--- src/rtl/load_store_unit.sv ---
// load_store_unit: core-side load/store sequencer for a
// word-addressed request/ready data memory with timeout.
module load_store_unit #(
  parameter int unsigned TIMEOUT = 255
) (
  input  logic        clk,
  input  logic        reset,
  input  logic        MemRead,
  input  logic        MemWrite,
  input  logic [2:0]  Funct3,
  input  logic [31:0] Addr,
  input  logic [31:0] WrData,
  output logic [31:0] ReadData,
  output logic        Stall,
  output logic        AccessFault,
  output logic        BusErr,
  output logic        mem_req,
  output logic        mem_we,
  output logic [31:0] mem_addr,
  output logic [31:0] mem_wdata,
  output logic [3:0]  mem_be,
  input  logic        mem_ready,
  input  logic [31:0] mem_rdata
);

  localparam int CW =
    (TIMEOUT < 1) ? 1 : $clog2(TIMEOUT + 1);

  localparam logic [1:0] IDLE = 2'd0;
  localparam logic [1:0] REQ  = 2'd1;
  localparam logic [1:0] DONE = 2'd2;

  logic [1:0]    state;
  logic [CW-1:0] cnt;
  logic [2:0]    f3_q;
  logic [1:0]    lo_q;
  logic [31:0]   rdata_q;

  logic          start;
  logic          legal;
  logic          go;
  logic          fault;
  logic [3:0]    be_n;
  logic [31:0]   wd_n;
  logic [7:0]    byte_v;
  logic [15:0]   half_v;
  logic [31:0]   ld_v;

  assign start = MemRead | MemWrite;

  // access legality: width vs. alignment, funct3 range
  always_comb begin
    legal = 1'b0;
    unique case (1'b1)
      MemWrite: begin
        unique case (Funct3)
          3'b000:  legal = 1'b1;
          3'b001:  legal = ~Addr[0];
          3'b010:  legal = (Addr[1:0] == 2'b00);
          default: legal = 1'b0;
        endcase
      end
      default: begin
        unique case (Funct3)
          3'b000,
          3'b100:  legal = 1'b1;
          3'b001,
          3'b101:  legal = ~Addr[0];
          3'b010:  legal = (Addr[1:0] == 2'b00);
          default: legal = 1'b0;
        endcase
      end
    endcase
  end

  // byte enables and lane-replicated write data
  always_comb begin
    be_n = 4'b1111;
    wd_n = WrData;
    unique case (Funct3[1:0])
      2'b00: begin
        be_n = 4'b0001 << Addr[1:0];
        wd_n = {4{WrData[7:0]}};
      end
      2'b01: begin
        be_n = Addr[1] ? 4'b1100 : 4'b0011;
        wd_n = {2{WrData[15:0]}};
      end
      default: begin
        be_n = 4'b1111;
        wd_n = WrData;
      end
    endcase
  end

  // lane extraction and sign/zero extension of the read word
  always_comb begin
    byte_v = 8'(mem_rdata >> {lo_q, 3'b000});
    half_v = lo_q[1] ? mem_rdata[31:16]
                     : mem_rdata[15:0];
    unique case (f3_q)
      3'b000:  ld_v = {{24{byte_v[7]}}, byte_v};
      3'b100:  ld_v = {24'd0, byte_v};
      3'b001:  ld_v = {{16{half_v[15]}}, half_v};
      3'b101:  ld_v = {16'd0, half_v};
      default: ld_v = mem_rdata;
    endcase
  end

  assign go    = (state == IDLE) & start & legal;
  assign fault = reset & (state == IDLE)
               & start & ~legal;

  assign Stall       = reset & (go | (state == REQ));
  assign AccessFault = fault;
  assign ReadData    = fault ? 32'd0 : rdata_q;
  assign mem_req     = (state == REQ);

  // access sequencer: capture, wait for ready or timeout, retire
  always_ff @(posedge clk) begin
    if (!reset) begin
      state     <= IDLE;
      cnt       <= '0;
      f3_q      <= 3'd0;
      lo_q      <= 2'd0;
      rdata_q   <= 32'd0;
      BusErr    <= 1'b0;
      mem_we    <= 1'b0;
      mem_addr  <= 32'd0;
      mem_wdata <= 32'd0;
      mem_be    <= 4'b0000;
    end else begin
      BusErr <= 1'b0;
      unique case (state)
        IDLE: begin
          if (go) begin
            state     <= REQ;
            cnt       <= '0;
            f3_q      <= Funct3;
            lo_q      <= Addr[1:0];
            mem_we    <= MemWrite;
            mem_addr  <= {Addr[31:2], 2'b00};
            mem_wdata <= wd_n;
            mem_be    <= be_n;
          end
        end
        REQ: begin
          if (mem_ready) begin
            state   <= DONE;
            rdata_q <= mem_we ? 32'd0 : ld_v;
          end else if (cnt == CW'(TIMEOUT)) begin
            state   <= DONE;
            rdata_q <= 32'd0;
            BusErr  <= 1'b1;
          end else begin
            cnt <= cnt + 1'b1;
          end
        end
        DONE: state <= IDLE;
        default: state <= IDLE;
      endcase
    end
  end

endmodule
--- config.mk ---
export PLATFORM = sky130hd
export DESIGN_NAME = load_store_unit
export DESIGN_NICKNAME = d
export VERILOG_FILES = /design/src/rtl/load_store_unit.sv
export SDC_FILE = /design/constraint.sdc
export NUM_CORES = 1
export LEC_CHECK = 0
export CAP_MARGIN = 20
export CORE_MARGIN = 2
export CORE_UTILIZATION = 44
export CTS_CLUSTER_SIZE = 10
export DETAILED_ROUTE_END_ITERATION = 10
export GPL_TIMING_DRIVEN = 0
export PLACE_DENSITY = 0.81
export REMOVE_ABC_BUFFERS = 1
export SKIP_LAST_GASP = 1
export SLEW_MARGIN = 25
export SYNTH_ARGS = -nofsm -noshare
export SYNTH_HDL_FRONTEND = slang
export SYNTH_SLANG_ARGS = --single-unit
export TNS_END_PERCENT = 5
--- constraint.sdc ---
create_clock -name clk -period 1.9 [get_ports clk]
set_input_delay 0.38 -clock clk [delete_from_list [all_inputs] [get_ports clk]]
set_output_delay 0.38 -clock clk [all_outputs]
set_load 0.03 [all_outputs]
; ---- After elaboration in Yosys (flattened, before gate mapping)
; Index checks and enable logic that the tools add are counted.
[totals]
ff_bits = 115
in_bits = 104
out_inout_bits = 105
wordCells = 74
[classes]
n_addsub = 1
n_eq_ne = 14
shift = 2
muxes = 21
bitwise_logic = 12
n_reduce_logical = 14
[op_table]
columns = op, count
row1 = two-way mux 32 bit, 4
row2 = one-hot mux 32 bit (4 select lines), 1
row3 = one-hot mux 32 bit (2 select lines), 1
row4 = >> shifter 32 x 5 -> 8 bit, 1
row5 = two-way mux 8 bit, 3
row6 = two-way mux 16 bit, 1
row7 = one-hot mux 8 bit (2 select lines), 1
row8 = "equality test 3 bit, second input constant", 4
row9 = "adder 8 x 1 -> 8 bit, second input constant", 1
row10 = "equality test 8 bit, second input constant", 1
row11 = one-hot mux 4 bit (2 select lines), 1
row12 = AND 1 bit, 6
row13 = "equality test 3 x 1 -> 1 bit, second input constant", 2
row14 = logical NOT 2 bit, 3
row15 = logical NOT 3 bit, 2
row16 = two-way mux 2 bit, 3
row17 = "!= test 2 bit, second input constant", 3
row18 = one-hot mux 1 bit (3 select lines), 2
row19 = AND reduction 2 bit, 3
row20 = "equality test 2 x 1 -> 1 bit, second input constant", 2
row21 = two-way mux 4 bit, 1
row22 = NOT 1 bit, 4
row23 = one-hot mux 2 bit (2 select lines), 1
row24 = AND reduction 4 bit, 1
row25 = 8 further kinds, 12

; ---- Logic depth before layout (Yosys ltp)
; Gate-level depths: netlist of run 1.
[logic_depth]
depth_word = 7
mapped_depth = 7
mapped_depth_nobuf = 5

; ---- Worst setup path after synthesis of run 1
; No wires, ideal clock.
[synth_timing]
kind = input port to output port
from = input Addr[0]
to = output Stall
t_arrival_ns = 1.768
required_ns = 1.520
setup_slack_ns = -0.248
stages = 5
path_buffers = 2
cell_sequence = nor4_2 > o221ai_1 > buf_2 > buf_2 > a21boi_1
[synth_via]
elab_chain_len = 6
elab_cells_between_ends = 8
classes_between = 3 x mux / 4 x bitwise / 1 x reduce/logical
[synth_lines]
columns = element, line
row1 = start: declaration, 11  ; input logic [31:0] Addr,
row2 = logical NOT 2 bit / NOT 1 bit (equally long branches), n/a
row3 = one-hot mux 1 bit (3 select lines) (on tied branches), "64, 56"
row4 = two-way mux 1 bit (*), 54  ; unique case (1'b1)
row5 = AND 1 bit (*), 110  ; assign go = (state == IDLE) & start & legal;
row6 = bitwise OR 1 bit (*), 114  ; assign Stall = reset & (go | (state == REQ));
row7 = AND 1 bit (*), 114
row8 = end: declaration, 14  ; output logic Stall,
; Mark *: on every way between the ends. The rest lies on a longest branch, timed or not.

; ---- Worst setup path in the final report of run 1
[layout_timing]
from = register state[0]
to = output ReadData[15]
[layout_via]
elab_chain_len = 5
[layout_lines]
columns = element, line
row1 = start: declaration, 33  ; logic [1:0] state;
row2 = start signal: assignment, 122  ; state <= IDLE;
row3 = start signal: assignment, 137  ; state <= REQ;
row4 = start signal: assignment, 149  ; state <= DONE;
row5 = logical NOT 2 bit, 111  ; assign fault = reset & (state == IDLE)
row6 = AND 1 bit, 111
row7 = AND 1 bit (2 in a row), 112  ; & start & ~legal;
row8 = two-way mux 32 bit, 116  ; assign ReadData = fault ? 32'd0 : rdata_q;
row9 = end: declaration, 13  ; output logic [31:0] ReadData,
; No other way between the ends.

==> results of run 1 <==
-- per-stage QoR --
stage	cell area (um^2)	worst slack (ps)	cells	setup TNS [ps]	hold WS (ps)
2_1_floorplan	5210	-2496	579	-136040	416.9
3_3_place_gp	7482	-5547	953	-636650	434.1
3_5_place_dp	7609	-2016	957	-191830	438.9
4_1_cts	8285	-252.8	1004	-14890	287.0
5_1_grt	8338	-295.3	1008	-16090	304.4
6_report	8338	-262.5	1008	-9945	299.0
-- critical path, cell delays in order (launching register included) --
cell and delay [ps]:
sky130_fd_sc_hd__dfxtp_2 350, sky130_fd_sc_hd__nor2_4 120, sky130_fd_sc_hd__o211ai_1 160, sky130_fd_sc_hd__nor3_4 200, sky130_fd_sc_hd__buf_12 160, sky130_fd_sc_hd__buf_12 140, sky130_fd_sc_hd__nor2b_1 60, sky130_fd_sc_hd__buf_4 160
-- cells by family (layout without fill, tap and decap cells) --
logic type | after synthesis | count (layout) | share of synthesized area (%)
adder cells (fa/ha/maj) | 1 | 1 | 0.2266
flip-flops | 115 | 115 | 41.70
other | 1 | 2 | 0.06792
buffers and inverters | 67 | 268 | 6.254
AND/OR/NAND/NOR | 279 | 279 | 25.02
XOR/XNOR | 1 | 1 | 0.1587
AO/OA/AOI/OAI | 144 | 145 | 19.99
multiplexers | 29 | 29 | 6.594
-- worst max-delay path by stage --
stage	start	endpoint
floorplan	Funct3[0]	Stall
global placement	Funct3[1]	Stall
detailed placement	Funct3[0]	Stall
CTS	lo_q[1]$_SDFFE_PN0P_	rdata_q[22]$_SDFFE_PN0P_
global route	state[1]$_SDFFE_PN0P_	ReadData[2]
finish	state[0]$_SDFFE_PN0P_	ReadData[15]
-- registers in the layout, indices dropped and copies added, names as in the netlist --
name       count
mem_wdata     32
lo_q           2
rdata_q       32
cnt            8
state          2
mem_addr      30
mem_we         1
BusErr         1
f3_q           3
mem_be         4
-- cell usage after synthesis, drive strengths merged, types with 3 or more instances --
| library cell | instances | area share, % |
|---|---|---|
| mux4 | 5 | 2.2 |
| a22o | 7 | 1.1 |
| nor3 | 8 | 0.82 |
| dfxtp | 115 | 42 |
| mux2i | 24 | 4.4 |
| clkbuf | 25 | 1.7 |
| o211a | 18 | 3.3 |
| a221oi | 6 | 1.1 |
| nor2 | 27 | 1.8 |
| nand2b | 5 | 0.57 |
| buf | 34 | 4.0 |
| nand3 | 103 | 9.3 |
| a21boi | 5 | 0.68 |
| o2bb2ai | 24 | 3.8 |
| nor2b | 37 | 4.2 |
| nand2 | 83 | 5.6 |
| o21a | 3 | 0.41 |
| o22a | 3 | 0.48 |
| o31ai | 3 | 0.41 |
| o211ai | 3 | 0.50 |
| inv | 8 | 0.54 |
| o221ai | 8 | 1.3 |
| o22ai | 5 | 0.57 |
| or4 | 4 | 0.54 |
| a21oi | 7 | 0.63 |
| a2bb2oi | 3 | 0.48 |
| o21ai | 41 | 3.7 |
-- cell usage in the layout (no fill, tap or decap), types with 4 or more instances in the layout --
cell	Yosys	final
sky130_fd_sc_hd__clkdlybuf4s50_1	0	163
sky130_fd_sc_hd__dfxtp_1	115	111
sky130_fd_sc_hd__nand3_1	103	103
sky130_fd_sc_hd__nand2_1	83	83
sky130_fd_sc_hd__nor2b_1	37	35
sky130_fd_sc_hd__o21ai_0	35	35
sky130_fd_sc_hd__nor2_1	27	26
sky130_fd_sc_hd__o2bb2ai_1	24	24
sky130_fd_sc_hd__mux2i_1	24	24
sky130_fd_sc_hd__buf_4	3	24
sky130_fd_sc_hd__buf_2	18	23
sky130_fd_sc_hd__o211a_1	18	18
sky130_fd_sc_hd__clkbuf_16	0	17
sky130_fd_sc_hd__clkbuf_8	0	8
sky130_fd_sc_hd__inv_1	7	7
sky130_fd_sc_hd__a22o_1	7	7
sky130_fd_sc_hd__nor3_1	7	7
sky130_fd_sc_hd__a21oi_1	7	7
sky130_fd_sc_hd__o221ai_1	8	7
sky130_fd_sc_hd__o21ai_1	6	6
sky130_fd_sc_hd__nand2b_1	5	5
sky130_fd_sc_hd__a221oi_1	5	5
sky130_fd_sc_hd__o22ai_1	5	5
sky130_fd_sc_hd__or4_1	4	4
sky130_fd_sc_hd__clkbuf_1	25	4
sky130_fd_sc_hd__buf_16	0	4
sky130_fd_sc_hd__dfxtp_2	0	4
sky130_fd_sc_hd__buf_6	8	4
-- what timing repair did --
item | 4_1_cts | 5_1_grt
setup endpoints to repair | 148 | 119
setup buffers | 11 | 4
cloned | 4 | 0
pin swaps | 5 | 5
resized for setup | 220 | 9
hold buffers | 0 | 0
-- power by group through the flow --
stage	logic, mW	clock network (mW)	registers [mW]
2_1_floorplan	0.471	0	2.88
3_3_place_gp	1.33	0	2.69
3_5_place_dp	1.39	0	2.70
4_1_cts	1.46	3.04	2.66
5_1_grt	1.57	3.15	2.68
6_report	1.48	3.01	2.66
-- cell type report --
type / instances / share of cell area, %
clock buffer: 29 / 6.603
clock inverter: 3 / 0.1801
inverter: 8 / 0.3601
multi-input combinational: 457 / 35.49
sequential: 115 / 27.67
tap: 168 / 2.521
timing repair buffer: 228 / 27.18
-- per-layer routing --
layer	track usage, %	wire length [um]
met4	12.14	393
met1	30.17	7214
met2	44.44	8770
met5	0	13
met3	9.937	1902
==> out/results.md, run 1 <==
| Quantity | This run | Unit |
| --- | --- | --- |
| Number of routed nets with antenna violations | 0 | - |
| H-tree levels | 4 | - |
| Shortest clock period the worst path allows after layout | 2162 | ps |
| Post-detailed-route via-to-cell ratio | 5.733 | - |
| Port bufs | 206 | - |
| TritonCTS clock tree | built | - |
| Register-to-register path setup slack | -100 | ps |
| Horizontal die dimension | 116.0 | um |
| Sw frac | 27.72 | % |
| R2r startpoint | lo_q[1]$_SDFFE_PN0P_ | - |
| Standard-cell rows | 40 | - |
| Clock network power share | 42.1 | % |
| Clk Latency, worst-skew pair | 420 | ps |
| Crit start category | flop | - |
| Clock tree buffer depth | 2 | - |
| Maximum number of pins on one net before global-route repair | 76 | - |
| Leftover overflow at the end of global routing | 0 | - |
| Worst-case headroom to the max-slew limit | 41.12 | % |
| Reg area | 2307 | um^2 |
| Max Cap Viol | 0 | - |
| Worst Tran Pin Value | 883.3 | ps |
| Starting Density | 45.59 | % |
| Number of nets at the end of the flow | 932 | - |
| Count of state elements after synthesis | 115 | - |
| Total of warnings raised by yosys | 0 | - |
| Hold Path Cell Cnt | 3 | - |
| IO Pins | 209 | - |
| Placeable core area | 12,110 | um^2 |
| Remaining design rule violation count | 0 | - |
| Post-route total power | 7.153 | mW |
| Hold EP | lo_q[0]$_SDFFE_PN0P_ | - |
| Critical Path Sink Type | primary output | - |
| Outcome | finished with violations | - |
| Number of detailed-routing iterations run before antenna repair | 5 | - |
| Total CTS buffers | 17 | - |
| Post-synthesis sequential area ratio | 41.69 | % |
| Number of endpoints with negative hold slack in the final report | 0 | - |
| RSZ-0062 raised after global routing | yes | - |
| Total count of max-transition violations in the final report | 0 | - |
| Number of cells on the worst reg-to-reg path | 4 | - |
| Min setup slack post-route | -262.5 | ps |
| Power share of the sequential group | 37.2 | % |
| Worst-case vdd ir drop | 0.6356 | mV |
| Prevailing post-synth register cell | sky130_fd_sc_hd__dfxtp_1 | - |
| Die Y-Extent | 116.0 | um |
| Number of global-route vias before repair | 5,631 | - |
| Root buffer cell | sky130_fd_sc_hd__clkbuf_16 | - |
| Routability congestion estimate from global placement | 0.8312 | - |
| Number of DRC violations after detailed-routing iteration 0 | 433 | - |
| Failing checks | negative setup slack | - |
| Maximum clock frequency | 462.4 | MHz |
| Overall track demand over capacity in global routing | 26.54 | % |
| Clock skew after layout | 8.768 | ps |
| Kind of critical path | flop to primary output | - |
| Clk sink count | 115 | - |
| Data required time at the worst endpoint | 1520 | ps |
| Synthesized cell area | 5522 | um^2 |
| Hold WC Path Type | input port to flop | - |
| Highest net fanout along the worst path | 11 | - |
| Area delta synth->final | 51.01 | % |
| Async set or reset register ratio after synthesis | 0 | % |
| Area of the multi-input gates | 2959 | um^2 |
| Via count of the routed design | 5,779 | - |
| Register clock-pin slew on the reported worst setup and hold paths | 60 | ps |
| Final wirelength | 18,290 | um |
| Number of synthesized flops with an enable pin | 0 | - |
| Post-Synthesis Cells | 637 | - |
| Post-DR wirelength/cell | 18.15 | um |
| Leakage component of the power | 3.586 | nW |
| Startpoint of the lowest-slack hold path | Addr[0] | - |
| Global-route wire length before repair | 27,820 | um |
| Combinational Power Share | 20.7 | % |
| Power per cell area | 857.9 | nW/um^2 |
| # fillers | 987 | - |
| Post-layout util | 68.84 | % |
| Distinct cell type count of the synthesized netlist | 60 | - |
| Data arrival time at the worst-slack endpoint | 1780 | ps |
| Final worst-path cycle share | 113.8 | % |
| Fraction of layout instances using a drive strength above 1 | 13.33 | % |
| Worst r2r dst | rdata_q[15]$_SDFFE_PN0P_ | - |
| Internal power consumption | 5.170 | mW |
| Detailed-placement wirelength estimate | 11,590 | um |
| Initial antenna violation count | 1 | - |
| Synth Area per Inst | 8.668 | um^2 |
| Final number of setup-violating endpoints | 59 | - |
| Switching power | 1.982 | mW |
| Diode count | 0 | - |
| Area of the die | 13,460 | um^2 |
Power figures use the tool's default switching activity.
==> inputs of run 2 (changes only) <==
Settings changed: PLACE_DENSITY 0.81 to 0.8.
==> out/results.md, run 2 (same netlist as run 1, synthesis figures left out) <==
| Quantity | This run | Unit | Delta |
| --- | --- | --- | --- |
| Final hold slack | 294.8 | ps | -4.251 ps |
| Starting Density | 45.59 | % | unchanged |
| Register clock-pin slew on the reported worst setup and hold paths | 50 | ps | about the same |
| Data required time at the worst endpoint | 1520 | ps | about the same |
| Master of the slowest instance on the critical path | sky130_fd_sc_hd__dfxtp_2 | - |  |
| Worst Tran Pin Value | 867.3 | ps | -15.92 ps |
| Detailed-placement wirelength estimate | 11,560 | um | -0.22% |
| Root buffer cell | sky130_fd_sc_hd__clkbuf_16 | - |  |
| Area of the die | 13,460 | um^2 | unchanged |
| Max Cap Viol | 0 | - | unchanged |
| Clock tree buffer depth | 2 | - | unchanged |
| Total count of max-transition violations in the final report | 0 | - | unchanged |
| Failing checks | negative setup slack | - |  |
| Die Y-Extent | 116.0 | um | unchanged |
| Maximum number of pins on one net before global-route repair | 94 | - | +24% |
| Overall track demand over capacity in global routing | 25.18 | % | -1.4 points |
| Placeable core area | 12,110 | um^2 | unchanged |
| Min setup slack post-route | -225.0 | ps | +37.46 ps |
| Number of global-route vias before repair | 5,424 | - | -3.7% |
| Initial antenna violation count | 1 | - | unchanged |
| Buffering stage count on the worst path with inverters included | 3 | - | unchanged |
| Registers with the most flip-flops | mem_wdata x32, rdata_q x32, mem_addr x30 | - |  |
| Worst-case headroom to the max-slew limit | 42.18 | % | +1.1 points |
| Final number of setup-violating endpoints | 56 | - | -5.1% |
| Commonest cells after routing, fill and taps aside | sky130_fd_sc_hd__clkdlybuf4s50_1, sky130_fd_sc_hd__dfxtp_1, sky130_fd_sc_hd__nand3_1, sky130_fd_sc_hd__nand2_1 | - |  |
| Number of DRC violations after detailed-routing iteration 0 | 429 | - | -0.92% |
| Data arrival time at the worst-slack endpoint | 1750 | ps | -30 ps |
| Post-detailed-route via-to-cell ratio | 5.632 | - | -1.8% |
| Standard-cell rows | 40 | - | unchanged |
| Routability congestion estimate from global placement | 0.8595 | - | +3.4% |
| Clock skew after layout | 7.780 | ps | -0.9882 ps |
| Number of routed nets with antenna violations | 0 | - | unchanged |
| Power per cell area | 903.1 | nW/um^2 | +5.3% |
| Global-route wire length before repair | 26,520 | um | -4.7% |
| Number of detailed-routing iterations run before antenna repair | 5 | - | unchanged |
| Leakage component of the power | 3.608 | nW | +0.62% |
| Clk Latency, worst-skew pair | 410 | ps | about the same |
| Fraction of layout instances using a drive strength above 1 | 13.59 | % | +0.25 points |
| Final worst-path cycle share | 111.8 | % | -2.0 points |
| Port bufs | 206 | - | unchanged |
| Critical Path Max Stage Delay | 330 | ps | -20 ps |
| RSZ-0062 raised after global routing | yes | - |  |
| Leftover overflow at the end of global routing | 0 | - | unchanged |
| Final wirelength | 17,430 | um | -4.8% |
| Commonest non-fill, non-tap cell in the layout | sky130_fd_sc_hd__clkdlybuf4s50_1 | - |  |
| Post-DR wirelength/cell | 17.29 | um | -4.8% |
| Setup slack after placement | -1969 | ps | +47.17 ps |
| Worst-case vdd ir drop | 0.6359 | mV | about the same |
| Number of nets at the end of the flow | 931 | - | -0.11% |
| Horizontal die dimension | 116.0 | um | unchanged |
| Outcome | finished with violations | - |  |
| Area delta synth->final | 51.37 | % |  |
| Highest net fanout along the worst path | 16 | - | +5 |
| Remaining design rule violation count | 0 | - | unchanged |
| TritonCTS clock tree | built | - |  |
| Hold WC Path Type | input port to flop | - |  |
| IO Pins | 209 | - | unchanged |
| Crit start category | flop | - |  |
| Kind of critical path | flop to primary output | - |  |
| Via count of the routed design | 5,677 | - | -1.8% |
| Cells traversed along the worst timing path | nor2_4 > o211ai_1 > nor3_4 > buf_4 > buf_12 > nor2b_1 > buf_2 | - |  |
| H-tree levels | 4 | - | unchanged |
| CP top delay family | buffers and inverters | - |  |
| Maximum clock frequency | 470.6 | MHz | +1.8% |
| Shortest clock period the worst path allows after layout | 2125 | ps | -37.46 ps |
| Clk sink count | 115 | - | unchanged |
| Number of endpoints with negative hold slack in the final report | 0 | - | unchanged |
| Total CTS buffers | 17 | - | unchanged |
| Critical Path Sink Type | primary output | - |  |
## run 2: cell types whose count changed in the layout (fill, tap and decap cells not counted), moves of 2 or more
cell                        before  now
sky130_fd_sc_hd__bufinv_16       0    4
sky130_fd_sc_hd__clkbuf_1        4    0
sky130_fd_sc_hd__clkbuf_8        8    4
sky130_fd_sc_hd__clkinv_2        3    7
sky130_fd_sc_hd__buf_12          3    1
sky130_fd_sc_hd__buf_2          23   25
## run 2: final cells by class
type	count	area, um^2
antenna	1	2.502
clock buffer	21	480.5
clock inverter	11	155.1
fill	934	3754
inverter	8	30.03
multi-input combinational	456	2944
sequential	115	2307
tap	168	210.2
timing repair buffer	228	2228
## run 2: final timing paths
check / from / endpoint / slack [ps] / cells past startpoint
worst max-delay path: state[1]$_SDFFE_PN0P_ / ReadData[7] / -230 / 7
worst max register to register: lo_q[1]$_SDFFE_PN0P_ / rdata_q[15]$_SDFFE_PN0P_ / -170 / 4
worst min register to register: mem_addr[21]$_SDFFE_PN0P_ / mem_addr[21]$_SDFFE_PN0P_ / 450 / 2
worst min-delay path: Funct3[2] / f3_q[2]$_SDFFE_PN0P_ / 290 / 3
## run 2: per-layer routing
metal  part of all wire, %  track usage, %  up-vias
met4                   2.3           11.90        0
li1                      -               -     2685
met1                    39           29.41     2651
met2                    47           40.58      304
met5                     0               0        -
met3                    11           10.04       37
## run 2: tightest hold or removal path: stages
cell and delay [ps]:
sky130_fd_sc_hd__buf_2 140, sky130_fd_sc_hd__nand2_1 60, sky130_fd_sc_hd__o21ai_0 70
## run 2: timing repair
action / 4_1_cts / 5_1_grt
pin swaps: 5 / 4
gates cloned: 2 / 0
gates resized for setup: 208 / 12
setup buffers: 12 / 3
endpoints found under the setup margin: 148 / 118
hold buffers: 0 / 0
## run 2: where the power goes
group,internal (mW),switching (mW),total (mW)
logic,0.677,0.782,1.46
clock network,2.31,1.12,3.43
registers,2.55,0.106,2.66
total,5.54,2.00,7.55
## run 2: per-stage QoR
step,setup TNS [ps],utilization [%],total power [mW],cell area [um^2],std cells
final,-7979,69.01,7.548,8358,1008
after floorplan,-136040,-,3.353,5210,579
after global routing,-15740,69.01,7.787,8358,1008
after global placement,-642120,61.78,4.027,7482,953
after detailed placement,-182550,63.05,4.101,7636,958
after CTS,-14700,68.72,7.567,8323,1004
